`config.mk`:
```
export PLATFORM = sky130hd
export DESIGN_NAME = jt12_eg_mux_flat
export DESIGN_NICKNAME = d
export VERILOG_FILES = /design/src/rtl/jt12_eg_mux_if.sv /design/src/rtl/jt12_eg_mux.sv /design/src/flat_wrapper.sv
export SDC_FILE = /design/constraint.sdc
export NUM_CORES = 1
export LEC_CHECK = 0
export ABC_AREA = 1
export BUFFER_PORTS_ARGS = -buffer_cell sky130_fd_sc_hd__buf_2
export CAP_MARGIN = 20
export CORE_AREA = 2 2 182 184
export CTS_CLUSTER_DIAMETER = 150
export CTS_CLUSTER_SIZE = 14
export DETAILED_ROUTE_END_ITERATION = 8
export DIE_AREA = 0 0 184 186
export PLACE_DENSITY_LB_ADDON = 0.3
export SKIP_CTS_REPAIR_TIMING = 1
export SLEW_MARGIN = 20
export SYNTH_ARGS = -nofsm -noshare
export SYNTH_HDL_FRONTEND = slang
export SYNTH_SLANG_ARGS = --single-unit
```
`constraint.sdc`:
```
create_clock -name clk -period 29.9 [get_ports clk]
set_input_delay 8.97 -clock clk [delete_from_list [all_inputs] [get_ports clk]]
set_output_delay 8.97 -clock clk [all_outputs]
set_load 0.02 [all_outputs]
```
`src/rtl/jt12_eg_mux_if.sv`:
```
`default_nettype none
// +--------------------------------------------------------------------+
// | jt12_eg_mux_if                                                     |
// | Bus between the slot sequencer / register file and the             |
// | time-multiplexed envelope generator.                               |
// | Revision: 1.0                                                      |
// +--------------------------------------------------------------------+
interface jt12_eg_mux_if #(
   parameter int SLOTS = 24,
   parameter int EGW   = 10
);
   localparam int SW = $clog2(SLOTS);

   logic          clk_en;
   logic          eg_stop;
   logic          keyon;
   logic [4:0]    arate;
   logic [4:0]    rate1;
   logic [4:0]    rate2;
   logic [3:0]    rrate;
   logic [3:0]    d1l;
   logic [1:0]    ks;
   logic [4:0]    keycode;
   logic [6:0]    tl;
   logic [SW-1:0] slot;
   logic          zero;
   logic [EGW-1:0] eg_out;
   logic [SW-1:0] eg_slot;

   modport master (
      output clk_en, eg_stop, keyon, arate, rate1, rate2, rrate, d1l, ks, keycode, tl,
      input  slot, zero, eg_out, eg_slot
   );

   modport slave (
      input  clk_en, eg_stop, keyon, arate, rate1, rate2, rrate, d1l, ks, keycode, tl,
      output slot, zero, eg_out, eg_slot
   );
endinterface
`default_nettype wire

```
`src/rtl/jt12_eg_mux.sv`:
```
`default_nettype none
// +--------------------------------------------------------------------+
// | jt12_eg_mux                                                        |
// | Time-multiplexed ADSR envelope generator. One slot is serviced per |
// | clk_en; per-slot state, attenuation and last key live in arrays.   |
// | Optional feature macro: JT12_EG_DAMP_EN (damp before attack).      |
// | Revision: 1.0                                                      |
// +--------------------------------------------------------------------+
module jt12_eg_mux #(
   parameter int SLOTS = 24,
   parameter int EGW   = 10,
   parameter int CNTW  = 15
) (
   input wire logic        clk,
   input wire logic        rst,
   jt12_eg_mux_if.slave    bus
);
   localparam int SW = $clog2(SLOTS);
   localparam logic [SW-1:0]  c_LAST = SW'(SLOTS - 1);
   localparam logic [EGW-1:0] c_MAX  = {EGW{1'b1}};

   localparam logic [2:0] c_ST_ATTACK  = 3'd0;
   localparam logic [2:0] c_ST_DECAY1  = 3'd1;
   localparam logic [2:0] c_ST_DECAY2  = 3'd2;
   localparam logic [2:0] c_ST_DAMP    = 3'd4;
   localparam logic [2:0] c_ST_RELEASE = 3'd7;

   logic [SW-1:0]   slot_q, slot_d;
   logic [1:0]      div_q, div_d;
   logic [CNTW-1:0] eg_cnt_q, eg_cnt_d;
   logic [EGW-1:0]  eg_out_q, eg_out_d;
   logic [SW-1:0]   eg_slot_q;

   logic [2:0]      state_q [SLOTS];
   logic [EGW-1:0]  eg_q    [SLOTS];
   logic            kon_q   [SLOTS];

   logic [2:0]      cur_state, state_d, state_upd;
   logic [EGW-1:0]  cur_eg, eg_d;
   logic            cur_kon, kon_rise, kon_fall;
   logic [4:0]      sl;

   logic [4:0]      cfg;
   logic [6:0]      rsum;
   logic [5:0]      rate;
   logic [3:0]      rhi, shift;
   logic [CNTW-1:0] mask;
   logic            tick;
   logic [2:0]      idx;
   logic [7:0]      pattern;
   logic [3:0]      inc;
   logic [EGW+4:0]  mul_a, prod;
   logic [EGW:0]    dsum, out_sum;
   logic [EGW-1:0]  eg_new;

   assign cur_state = state_q[slot_q];
   assign cur_eg    = eg_q[slot_q];
   assign cur_kon   = kon_q[slot_q];
   assign kon_rise  = bus.keyon & ~cur_kon;
   assign kon_fall  = ~bus.keyon & cur_kon;
   assign sl        = (bus.d1l == 4'hF) ? 5'd31 : {1'b0, bus.d1l};

   // State register: slot sequencer, round divider, envelope counter and per-slot RMW
   always_ff @(posedge clk or posedge rst) begin
      if (rst) begin
         slot_q    <= '0;
         div_q     <= '0;
         eg_cnt_q  <= '0;
         eg_out_q  <= c_MAX;
         eg_slot_q <= '0;
         for (int i = 0; i < SLOTS; i++) begin
            state_q[i] <= c_ST_RELEASE;
            eg_q[i]    <= c_MAX;
            kon_q[i]   <= 1'b0;
         end
      end else if (bus.clk_en) begin
         slot_q    <= slot_d;
         div_q     <= div_d;
         eg_cnt_q  <= eg_cnt_d;
         eg_out_q  <= eg_out_d;
         eg_slot_q <= slot_q;
         if (!bus.eg_stop) begin
            state_q[slot_q] <= state_upd;
            eg_q[slot_q]    <= eg_d;
            kon_q[slot_q]   <= bus.keyon;
         end
      end
   end

   // Next-state: key edges first, then level-driven phase changes
   always_comb begin
      state_d = cur_state;
      if (kon_rise) begin
`ifdef JT12_EG_DAMP_EN
         state_d = (cur_eg != c_MAX) ? c_ST_DAMP : c_ST_ATTACK;
`else
         state_d = c_ST_ATTACK;
`endif
      end else if (kon_fall) begin
         state_d = c_ST_RELEASE;
      end else begin
         case (cur_state)
            c_ST_ATTACK: if (cur_eg == '0) state_d = c_ST_DECAY1;
            c_ST_DECAY1: if (cur_eg[EGW-1 -: 5] >= sl) state_d = c_ST_DECAY2;
            default:     state_d = cur_state;
         endcase
      end
   end

   // Output/datapath: rate, tick, increment, attenuation update and final level
   always_comb begin
      case (state_d)
         c_ST_ATTACK:  cfg = bus.arate;
         c_ST_DECAY1:  cfg = bus.rate1;
         c_ST_DECAY2:  cfg = bus.rate2;
         c_ST_RELEASE: cfg = {bus.rrate, 1'b1};
         default:      cfg = 5'd0;
      endcase

      rsum = {1'b0, cfg, 1'b0} + 7'(bus.keycode >> (2'd3 - bus.ks));
      if (cfg == 5'd0)        rate = 6'd0;
      else if (rsum > 7'd63)  rate = 6'd63;
      else                    rate = rsum[5:0];

      rhi   = rate[5:2];
      shift = (rhi < 4'd11) ? (4'd11 - rhi) : 4'd0;
      mask  = ~({CNTW{1'b1}} << shift);
      tick  = ((eg_cnt_q & mask) == '0);
      idx   = 3'(eg_cnt_q >> shift);

      case (rate[1:0])
         2'd0:    pattern = 8'b10101010;
         2'd1:    pattern = 8'b11101010;
         2'd2:    pattern = 8'b11101110;
         default: pattern = 8'b11111110;
      endcase

      if (rate < 6'd2 || !tick)  inc = 4'd0;
      else if (rhi < 4'd12)      inc = {3'b000, pattern[idx]};
      else if (rhi == 4'd15)     inc = 4'd8;
      else                       inc = ({3'b000, pattern[idx]} + 4'd1) << rhi[1:0];

      mul_a     = (EGW+5)'(cur_eg >> 4) + (EGW+5)'(1);
      prod      = mul_a * (EGW+5)'(inc);
      dsum      = {1'b0, cur_eg} + ((state_d == c_ST_DAMP) ? (EGW+1)'(8) : (EGW+1)'(inc));
      eg_d      = cur_eg;
      state_upd = state_d;

      case (state_d)
         c_ST_ATTACK: begin
            if (kon_rise && rate >= 6'd62)             eg_d = '0;
            else if (prod >= (EGW+5)'(cur_eg))         eg_d = '0;
            else                                       eg_d = cur_eg - prod[EGW-1:0];
         end
         c_ST_DAMP: begin
            eg_d = dsum[EGW] ? c_MAX : dsum[EGW-1:0];
            if (eg_d == c_MAX) state_upd = c_ST_ATTACK;
         end
         default: eg_d = dsum[EGW] ? c_MAX : dsum[EGW-1:0];
      endcase

      eg_new   = bus.eg_stop ? cur_eg : eg_d;
      out_sum  = {1'b0, eg_new} + {1'b0, bus.tl, {(EGW-7){1'b0}}};
      eg_out_d = out_sum[EGW] ? c_MAX : out_sum[EGW-1:0];

      slot_d   = (slot_q == c_LAST) ? '0 : slot_q + SW'(1);
      div_d    = div_q;
      eg_cnt_d = eg_cnt_q;
      if (slot_q == c_LAST) begin
         if (div_q == 2'd2) begin
            div_d    = 2'd0;
            eg_cnt_d = eg_cnt_q + CNTW'(1);
         end else begin
            div_d    = div_q + 2'd1;
         end
      end
   end

   assign bus.slot    = slot_q;
   assign bus.zero    = (slot_q == c_LAST);
   assign bus.eg_out  = eg_out_q;
   assign bus.eg_slot = eg_slot_q;

endmodule
`default_nettype wire

```
`src/flat_wrapper.sv`:
```
// flat-port wrapper written by rule: the top's interface ports become plain ports
module jt12_eg_mux_flat 
#(
   parameter int SLOTS = 24,
   parameter int EGW   = 10,
   parameter int CNTW  = 15
)
  (clk, rst, bus_clk_en, bus_eg_stop, bus_keyon, bus_arate, bus_rate1, bus_rate2, bus_rrate, bus_d1l, bus_ks, bus_keycode, bus_tl, bus_slot, bus_zero, bus_eg_out, bus_eg_slot);
  jt12_eg_mux_if #(.SLOTS(SLOTS), .EGW(EGW)) bus_i ();
  input wire logic clk;
  input wire logic rst;
  input wire logic [$bits(bus_i.clk_en)-1:0] bus_clk_en;
  input wire logic [$bits(bus_i.eg_stop)-1:0] bus_eg_stop;
  input wire logic [$bits(bus_i.keyon)-1:0] bus_keyon;
  input wire logic [$bits(bus_i.arate)-1:0] bus_arate;
  input wire logic [$bits(bus_i.rate1)-1:0] bus_rate1;
  input wire logic [$bits(bus_i.rate2)-1:0] bus_rate2;
  input wire logic [$bits(bus_i.rrate)-1:0] bus_rrate;
  input wire logic [$bits(bus_i.d1l)-1:0] bus_d1l;
  input wire logic [$bits(bus_i.ks)-1:0] bus_ks;
  input wire logic [$bits(bus_i.keycode)-1:0] bus_keycode;
  input wire logic [$bits(bus_i.tl)-1:0] bus_tl;
  output wire logic [$bits(bus_i.slot)-1:0] bus_slot;
  output wire logic [$bits(bus_i.zero)-1:0] bus_zero;
  output wire logic [$bits(bus_i.eg_out)-1:0] bus_eg_out;
  output wire logic [$bits(bus_i.eg_slot)-1:0] bus_eg_slot;
  assign bus_i.clk_en = bus_clk_en;
  assign bus_i.eg_stop = bus_eg_stop;
  assign bus_i.keyon = bus_keyon;
  assign bus_i.arate = bus_arate;
  assign bus_i.rate1 = bus_rate1;
  assign bus_i.rate2 = bus_rate2;
  assign bus_i.rrate = bus_rrate;
  assign bus_i.d1l = bus_d1l;
  assign bus_i.ks = bus_ks;
  assign bus_i.keycode = bus_keycode;
  assign bus_i.tl = bus_tl;
  assign bus_slot = bus_i.slot;
  assign bus_zero = bus_i.zero;
  assign bus_eg_out = bus_i.eg_out;
  assign bus_eg_slot = bus_i.eg_slot;
  jt12_eg_mux #(.SLOTS(SLOTS), .EGW(EGW), .CNTW(CNTW)) u_core (.clk(clk), .rst(rst), .bus(bus_i));
endmodule
```
==> metrics.md, run 1 <==
| Metric | Value |
|---|---|
| Tot GR Track Use | 0.3518 |
| P&R area growth vs syn | 5.229% |
| TritonCTS Sinks | 372 |
| Tmin final | 20,640 ps |
| Die width | 184 um |
| Ant diodes | 0 |
| Placed inst area | 21,960 um2 |
| XOR/XNOR Fraction of Synth Area | 0.01374 |
| TritonCTS clock tree | yes |
| Max Clk Rate | 0.04844 GHz |
| CP Max Fanout | 25 |
| Setup CP Type | in -> reg |
| Final setup TNS | 0 ps |
| Library cells used by synthesis | 63 |
| Status | finished clean |
| Largest net degree at the start of global routing | 133 |
| Total wire length | 58,570 um |
| Max_cap viols | 0 |
| Required time worst endpoint | 30,430 ps |
| Slew @ Worst Pin | 1045 ps |
| Synth Flop Type | dfstp_2 |
| Area leader, netlist | dfstp_2 |
| Worst Slack Setup Final | 9256 ps |
| Final hold slack | 472.6 ps |
| Layout cells sized above 1 | 0.1960 |
| Port Buffers | 62 |
| Die height | 186 um |
| Setup Skew | 25.08 ps |
| Critical path capture point type | flop |
| Fin. Hold Viols | 0 |
| Worst-skew pair later-pin latency | 600 ps |
| Clk buf depth | 3 |
| Post-DP HPWL | 39,890 um |
| Clock root cell | clkbuf_16 |
| Hold crit path type | reg -> reg |
| Max H-tree Level | 1 |
| Placeable Area | 32,210 um2 |
| Top cells by area, synth | dfstp_2 39%, nand2_1 14%, dfrtp_1 5.8% |
| Syn Std Cell Area | 21,680 um2 |
| RSZ-0062 raised after global routing | false |
| Drc violations | 0 |
| Fillers | 2,588 |
| Rel. slew slack | 0.3030 |
| Pre-CTS WS | 8460 ps |
| Simple-gate portion of the synthesized area | 0.2402 |
| Post-Syn Nets | 2,935 |
| HP Start | u_core.eg_q[185] |
| Die footprint | 34,220 um2 |
| Initial antenna violation count | 0 |
| Mean Syn Cell Area | 7.698 um2 |
| Setup-failing EPs final | 0 |
| Vias | 18,910 |
| Post-synth EDFFs | 0 |
| Post-synthesis cell count | 2,816 |
| Period utilization | 0.6904 |
| Per-cell routed wire length | 18.25 um |
| Synth Area in Compound Gates | 0.1535 |
| Critical path startpoint | bus_d1l[2] |
| Arrival @ worst endpoint | 21,170 ps |
| Initial core utilization | 0.6731 |
| TritonCTS buffer count | 30 |
| Synth Register Bits | 372 |
| Initial DRC Count | 1,920 |
| Sequential share of the synthesized area | 0.4480 |
| GPL Wtd Cong | 0.9910 |
| Async SR Flop Fraction | 1.000 |
| CTS clk-pin slew, worst paths | 80 ps |
| Routed Antenna Nets | 0 |
| Design area | 22,810 um2 |
| Vias in the first global route | 18,420 |
| Grt ovf | 0 |
| Main combinational cell family by area after synthesis | simple AND/OR/NAND/NOR gates |
| Startpoint types | primary input |
| CP max stage cell | a22oi_4 |
| I/O pin count | 63 |
| Row Count | 66 |
| Max-slew violations | 0 |
| Nets@finish | 2,908 |
| Multiplexer share of the synthesized area | 0.0004617 |
| Synth Area in Adders | 0.04929 |
| First-pass GRT wire length | 95,410 um |
| DR vias/cell | 5.892 |
| Slowest stage delay, CP | 610 ps |
| DR pass1 iterations | 5 |
| RR Startpoint | u_core.bus.slot[0] |
| Ys Warns | 0 |
| Top-area cell type share of the netlist area | 0.3903 |
-- per-layer routing --
metal	GRT usage	vias to the layer above	wire, um	share of wire
li1	-	8897	-	-
met1	0.4764	9100	24860	0.42
met2	0.5808	760	27310	0.47
met3	0.03737	150	3916	0.067
met4	0.1482	0	2484	0.042
met5	0	-	0	0
-- worst paths after layout --
check / slack, ps / cells past startpoint / to
worst max-delay path: 9260 / 69 / u_core.bus.eg_out[2]
worst min-delay path: 470 / 2 / u_core.eg_q[185]
worst max register to register: 14400 / 79 / u_core.bus.eg_out[2]
worst min register to register: 470 / 2 / u_core.eg_q[185]
max in group asynchronous: 19730 / 3 / u_core.bus.slot[0]
min in group asynchronous: 8600 / 2 / u_core.bus.eg_slot[1]
-- area by class of cell --
class                   count  area [um2]  share of cell area
clock inverters             2       37.54            0.001645
well taps                 408       510.5             0.02238
repair buffers             87       505.5             0.02216
inverters                 349        1333             0.05841
multi-input cells        1949        9913              0.4346
clock buffers              42       795.8             0.03488
flip-flops and latches    372        9717              0.4260
-- state kept, by name, summed over array words and instances, names as in the netlist --
signal	cells
u_core.eg_q	240
u_core.state_q	72
u_core.kon_q	24
u_core.eg_cnt_q	14
u_core.bus.eg_out	10
u_core.bus.eg_slot	5
u_core.bus.slot	5
u_core.div_q	2
-- synthesized netlist by cell type, types with 3 or more instances --
cell,count
a21oi_1,57
a22o_1,5
a31oi_1,11
buf_1,8
buf_2,43
buf_4,13
buf_6,9
clkbuf_1,71
dfrtp_1,50
dfstp_2,322
fa_1,14
ha_1,63
inv_1,328
inv_2,16
nand2_1,796
nand2_2,13
nand2_4,9
nand3_1,126
nand4_1,10
nor2_1,234
nor2_2,14
nor2_4,3
nor3_1,10
nor3_2,6
nor4_1,4
o211ai_1,22
o21ai_0,242
o21ai_1,197
o21ai_2,11
o21bai_1,4
o22ai_1,23
or2_2,5
xnor2_1,6
xor2_1,28
-- worst max-delay path: cells and delay by family --
kind | cells | cell delay (ps)
buffers and inverters | 12 | 1040
AOI/OAI and AO/OA | 21 | 4190
xor gates and xnor gates | 1 | 200
and+or+nand+nor | 27 | 3820
adders and majority gates | 8 | 2920
-- per-stage QoR --
stage | util | cells
4_1_cts | 0.7078 | 3208
3_3_place_gp | 0.6819 | 3164
2_1_floorplan | - | 2816
5_1_grt | 0.7083 | 3209
6_report | 0.7083 | 3209
3_5_place_dp | 0.6819 | 3164
-- logic make-up (layout without fill, tap and decap cells) --
kind of cell               count (synthesis)  in the layout
AOI/OAI and AO/OA                        593            593
xor gates and xnor gates                  34             34
adders and majority gates                 77             77
buffers and inverters                    495            480
DFF                                      372            372
muxes                                      1              1
and+or+nand+nor                         1244           1244
-- placed cells by master (no fill, tap or decap), types with 3 or more instances in the layout --
| cell | count |
|---|---|
| nand2_1 | 796 |
| inv_1 | 327 |
| dfstp_2 | 322 |
| o21ai_0 | 242 |
| nor2_1 | 233 |
| o21ai_1 | 197 |
| nand3_1 | 126 |
| ha_1 | 63 |
| buf_2 | 62 |
| a21oi_1 | 57 |
| dfrtp_1 | 48 |
| clkbuf_16 | 30 |
| xor2_1 | 28 |
| o22ai_1 | 23 |
| buf_4 | 23 |
| o211ai_1 | 22 |
| inv_2 | 15 |
| nor2_2 | 15 |
| fa_1 | 14 |
| nand2_2 | 13 |
| clkbuf_1 | 12 |
| o21ai_2 | 11 |
| a31oi_1 | 11 |
| nor3_1 | 10 |
| nand4_1 | 10 |
| nand2_4 | 9 |
| nor3_2 | 6 |
| xnor2_1 | 6 |
| or2_2 | 5 |
| a22o_1 | 5 |
| o21bai_1 | 4 |
| nor4_1 | 4 |
| nor2_4 | 3 |
Power of run 1 is left out: the tool's default activity adds up to more than one toggle a clock period on the data nets, which glitch-free logic cannot reach.
==> run 2: changes to the inputs <==
CORE_AREA = 2 2 189 191   (was 2 2 182 184)
DIE_AREA = 0 0 191 193   (was 0 0 184 186)
clock period = 20.9 ns   (was 29.9 ns; I/O delays follow)
==> run 2 against run 1 <==
  * Utilization is 5.3 points lower
  * Critical path depth unchanged
  * First-iteration DRC count is 9.8% higher
  * Worst hold slack hardly changed
  * Global-route usage is 1.9 points lower
  * Sequential cell count unchanged
  * Register-to-register slack worse by 9200 ps
  * Non-clock buffer count up 3
==> metrics.md, run 2 (synthesized netlist as in run 1, its figures left out) <==
| Metric | Value |
|---|---|
| Slew @ Worst Pin | 1067 ps (+21.68 ps) |
| Tot GR Track Use | 0.3332 (-0.01853) |
| Setup CP Type | in -> reg |
| Fillers | 2,972 (+15%) |
| Slowest stage delay, CP | 720 ps (+110 ps) |
| Total wire length | 60,600 um (+3.5%) |
| Ant diodes | 0 (unchanged) |
| Per-cell routed wire length | 18.55 um (+1.6%) |
| Max-slew violations | 0 (unchanged) |
| CP Capture Point | u_core.bus.eg_out[1] |
| Die footprint | 36,860 um2 (+7.7%) |
| Nets@finish | 2,911 (+0.10%) |
| Clock root cell | clkbuf_16 |
| CTS clk-pin slew, worst paths | 80 ps (about the same) |
| Reg2Reg Depth | 79 (unchanged) |
| Period utilization | 0.8599 |
| Die height | 193 um (+3.8%) |
| DR pass1 iterations | 6 (+1) |
| Pre-CTS WS | 2128 ps (-6332 ps) |
| TritonCTS clock tree | yes |
| TritonCTS buffer count | 30 (unchanged) |
| RR Startpoint | u_core.bus.slot[0] |
| Critical path capture point type | flop |
| Status | finished clean |
| I/O pin count | 63 (unchanged) |
| RSZ-0062 raised after global routing | false |
| Hold crit path type | reg -> reg |
| Commonest non-fill, non-tap cell in the layout | nand2_1 |
| Required time worst endpoint | 21,440 ps (-8990 ps) |
| Post-DP HPWL | 40,330 um (+1.1%) |
| Biggest regs | u_core.eg_q: 240 flops, u_core.state_q: 72 flops, u_core.kon_q: 24 flops |
| Worst Slack Setup Final | 2928 ps (-6328 ps) |
| Row Count | 69 (+4.5%) |
| R2R Setup Slk | 5190 ps (-9210 ps) |
| Fin. Hold Viols | 0 (unchanged) |
| Rel. slew slack | 0.2859 (-0.01709) |
| Drc violations | 0 (unchanged) |
| CP Max Fanout | 25 (unchanged) |
| DR vias/cell | 5.823 (-1.2%) |
| Placed cell count | 3,220 (+1.8%) |
| First-pass GRT wire length | 96,390 um (+1.0%) |
| Largest net degree at the start of global routing | 153 (+15%) |
| CP max stage cell | a211oi_1 |
| Grt ovf | 0 (unchanged) |
| Vias in the first global route | 17,990 (-2.3%) |
| P&R area growth vs syn | 5.656% |
| Routed Antenna Nets | 0 (unchanged) |
| Layout cells sized above 1 | 0.1967 (+0.0007199) |
| Placeable Area | 34,960 um2 (+8.6%) |
| Clk buf depth | 3 (unchanged) |
| Setup Skew | 29.63 ps (+4.557 ps) |
| Max Clk Rate | 0.05564 GHz |
| Most frequent cells in the layout | 796 x nand2_1, 327 x inv_1, 322 x dfstp_2 |
| Max_cap viols | 0 (unchanged) |
| Reg-to-Reg End | u_core.bus.eg_out[1] |
| Core Util, Final | 0.6551 (-0.05324) |
| Die width | 191 um (+3.8%) |
| Max H-tree Level | 1 (unchanged) |
| TritonCTS Sinks | 372 (unchanged) |
| Initial core utilization | 0.6200 (-0.05311) |
| GPL Wtd Cong | 0.9446 (-4.7%) |
| Layout Cells excl Fill | 3,267 (+1.8%) |
| Biggest register | u_core.eg_q |
| Tmin final | 17,970 ps |
| Port Buffers | 62 (unchanged) |
| Final setup TNS | 0 ps (unchanged) |
| Critical path startpoint | bus_d1l[3] |
| Setup-failing EPs final | 0 (unchanged) |
| Initial DRC Count | 2,108 (+9.8%) |
| Initial antenna violation count | 1 (+1) |
| Worst-skew pair later-pin latency | 610 ps (about the same) |
| Startpoint types | primary input |
| Arrival @ worst endpoint | 18,510 ps (-2660 ps) |
| Vias | 19,020 (+0.61%) |
| Worst Hold Path Cells | 2 (unchanged) |
| Largest register FFs | 240 (unchanged) |
## run 2: changes by cell type in the layout (fill, tap and decap cells not counted)
cell / change
clkinv_16: -1
buf_4: +3
clkinvlp_4: -1
buf_12: +1
clkinv_4: +1
clkinv_8: +1
buf_6: -1
clkbuf_1: +2
## run 2: per-stage QoR
step	area, um2	hold WS (ps)
after floorplan	21680	442.0
after global placement	22060	455.0
after detailed placement	22060	462.4
final	22900	472.7
after global routing	22900	480.5
after CTS	22890	473.2
## run 2: metal layers
layer,global-route usage,up-vias,routed length [um]
li1,-,8905,-
met1,0.4671,9143,25410
met2,0.5287,835,27610
met3,0.04706,138,5293
met4,0.1261,2,2264
met5,0,-,13
## run 2: critical path: cells and delay by family
family,cells,cell delay (ps)
and+or+nand+nor,29,4210
AOI/OAI and AO/OA,20,3880
adders and majority gates,8,2910
buffers and inverters,11,1000
xor gates and xnor gates,1,200
## run 2: layout make-up
| cell class | instances | area [um2] | area share |
|---|---|---|---|
| Multi-Input combinational cell | 1949 | 9913 | 0.4328 |
| Sequential cell | 372 | 9717 | 0.4242 |
| Inverter | 349 | 1333 | 0.05818 |
| Clock buffer | 44 | 803.3 | 0.03507 |
| Tap cell | 461 | 576.8 | 0.02518 |
| Timing Repair Buffer | 90 | 536.8 | 0.02343 |
| Clock inverter | 2 | 25.02 | 0.001093 |
## run 2: worst min-delay path by stage
| stage | endpoint | slack [ps] | from |
|---|---|---|---|
| floorplan | u_core.eg_cnt_q[13] | 440 | u_core.eg_cnt_q[13] |
| finish | u_core.eg_q[225] | 470 | u_core.eg_q[225] |
| global placement | u_core.eg_q[179] | 460 | u_core.eg_q[179] |
| detailed placement | u_core.bus.eg_slot[0] | 460 | u_core.bus.eg_slot[0] |
| CTS | u_core.eg_q[24] | 470 | u_core.eg_q[24] |
| global route | u_core.eg_q[215] | 480 | u_core.eg_q[215] |
Power of run 2 is left out for the same reason.
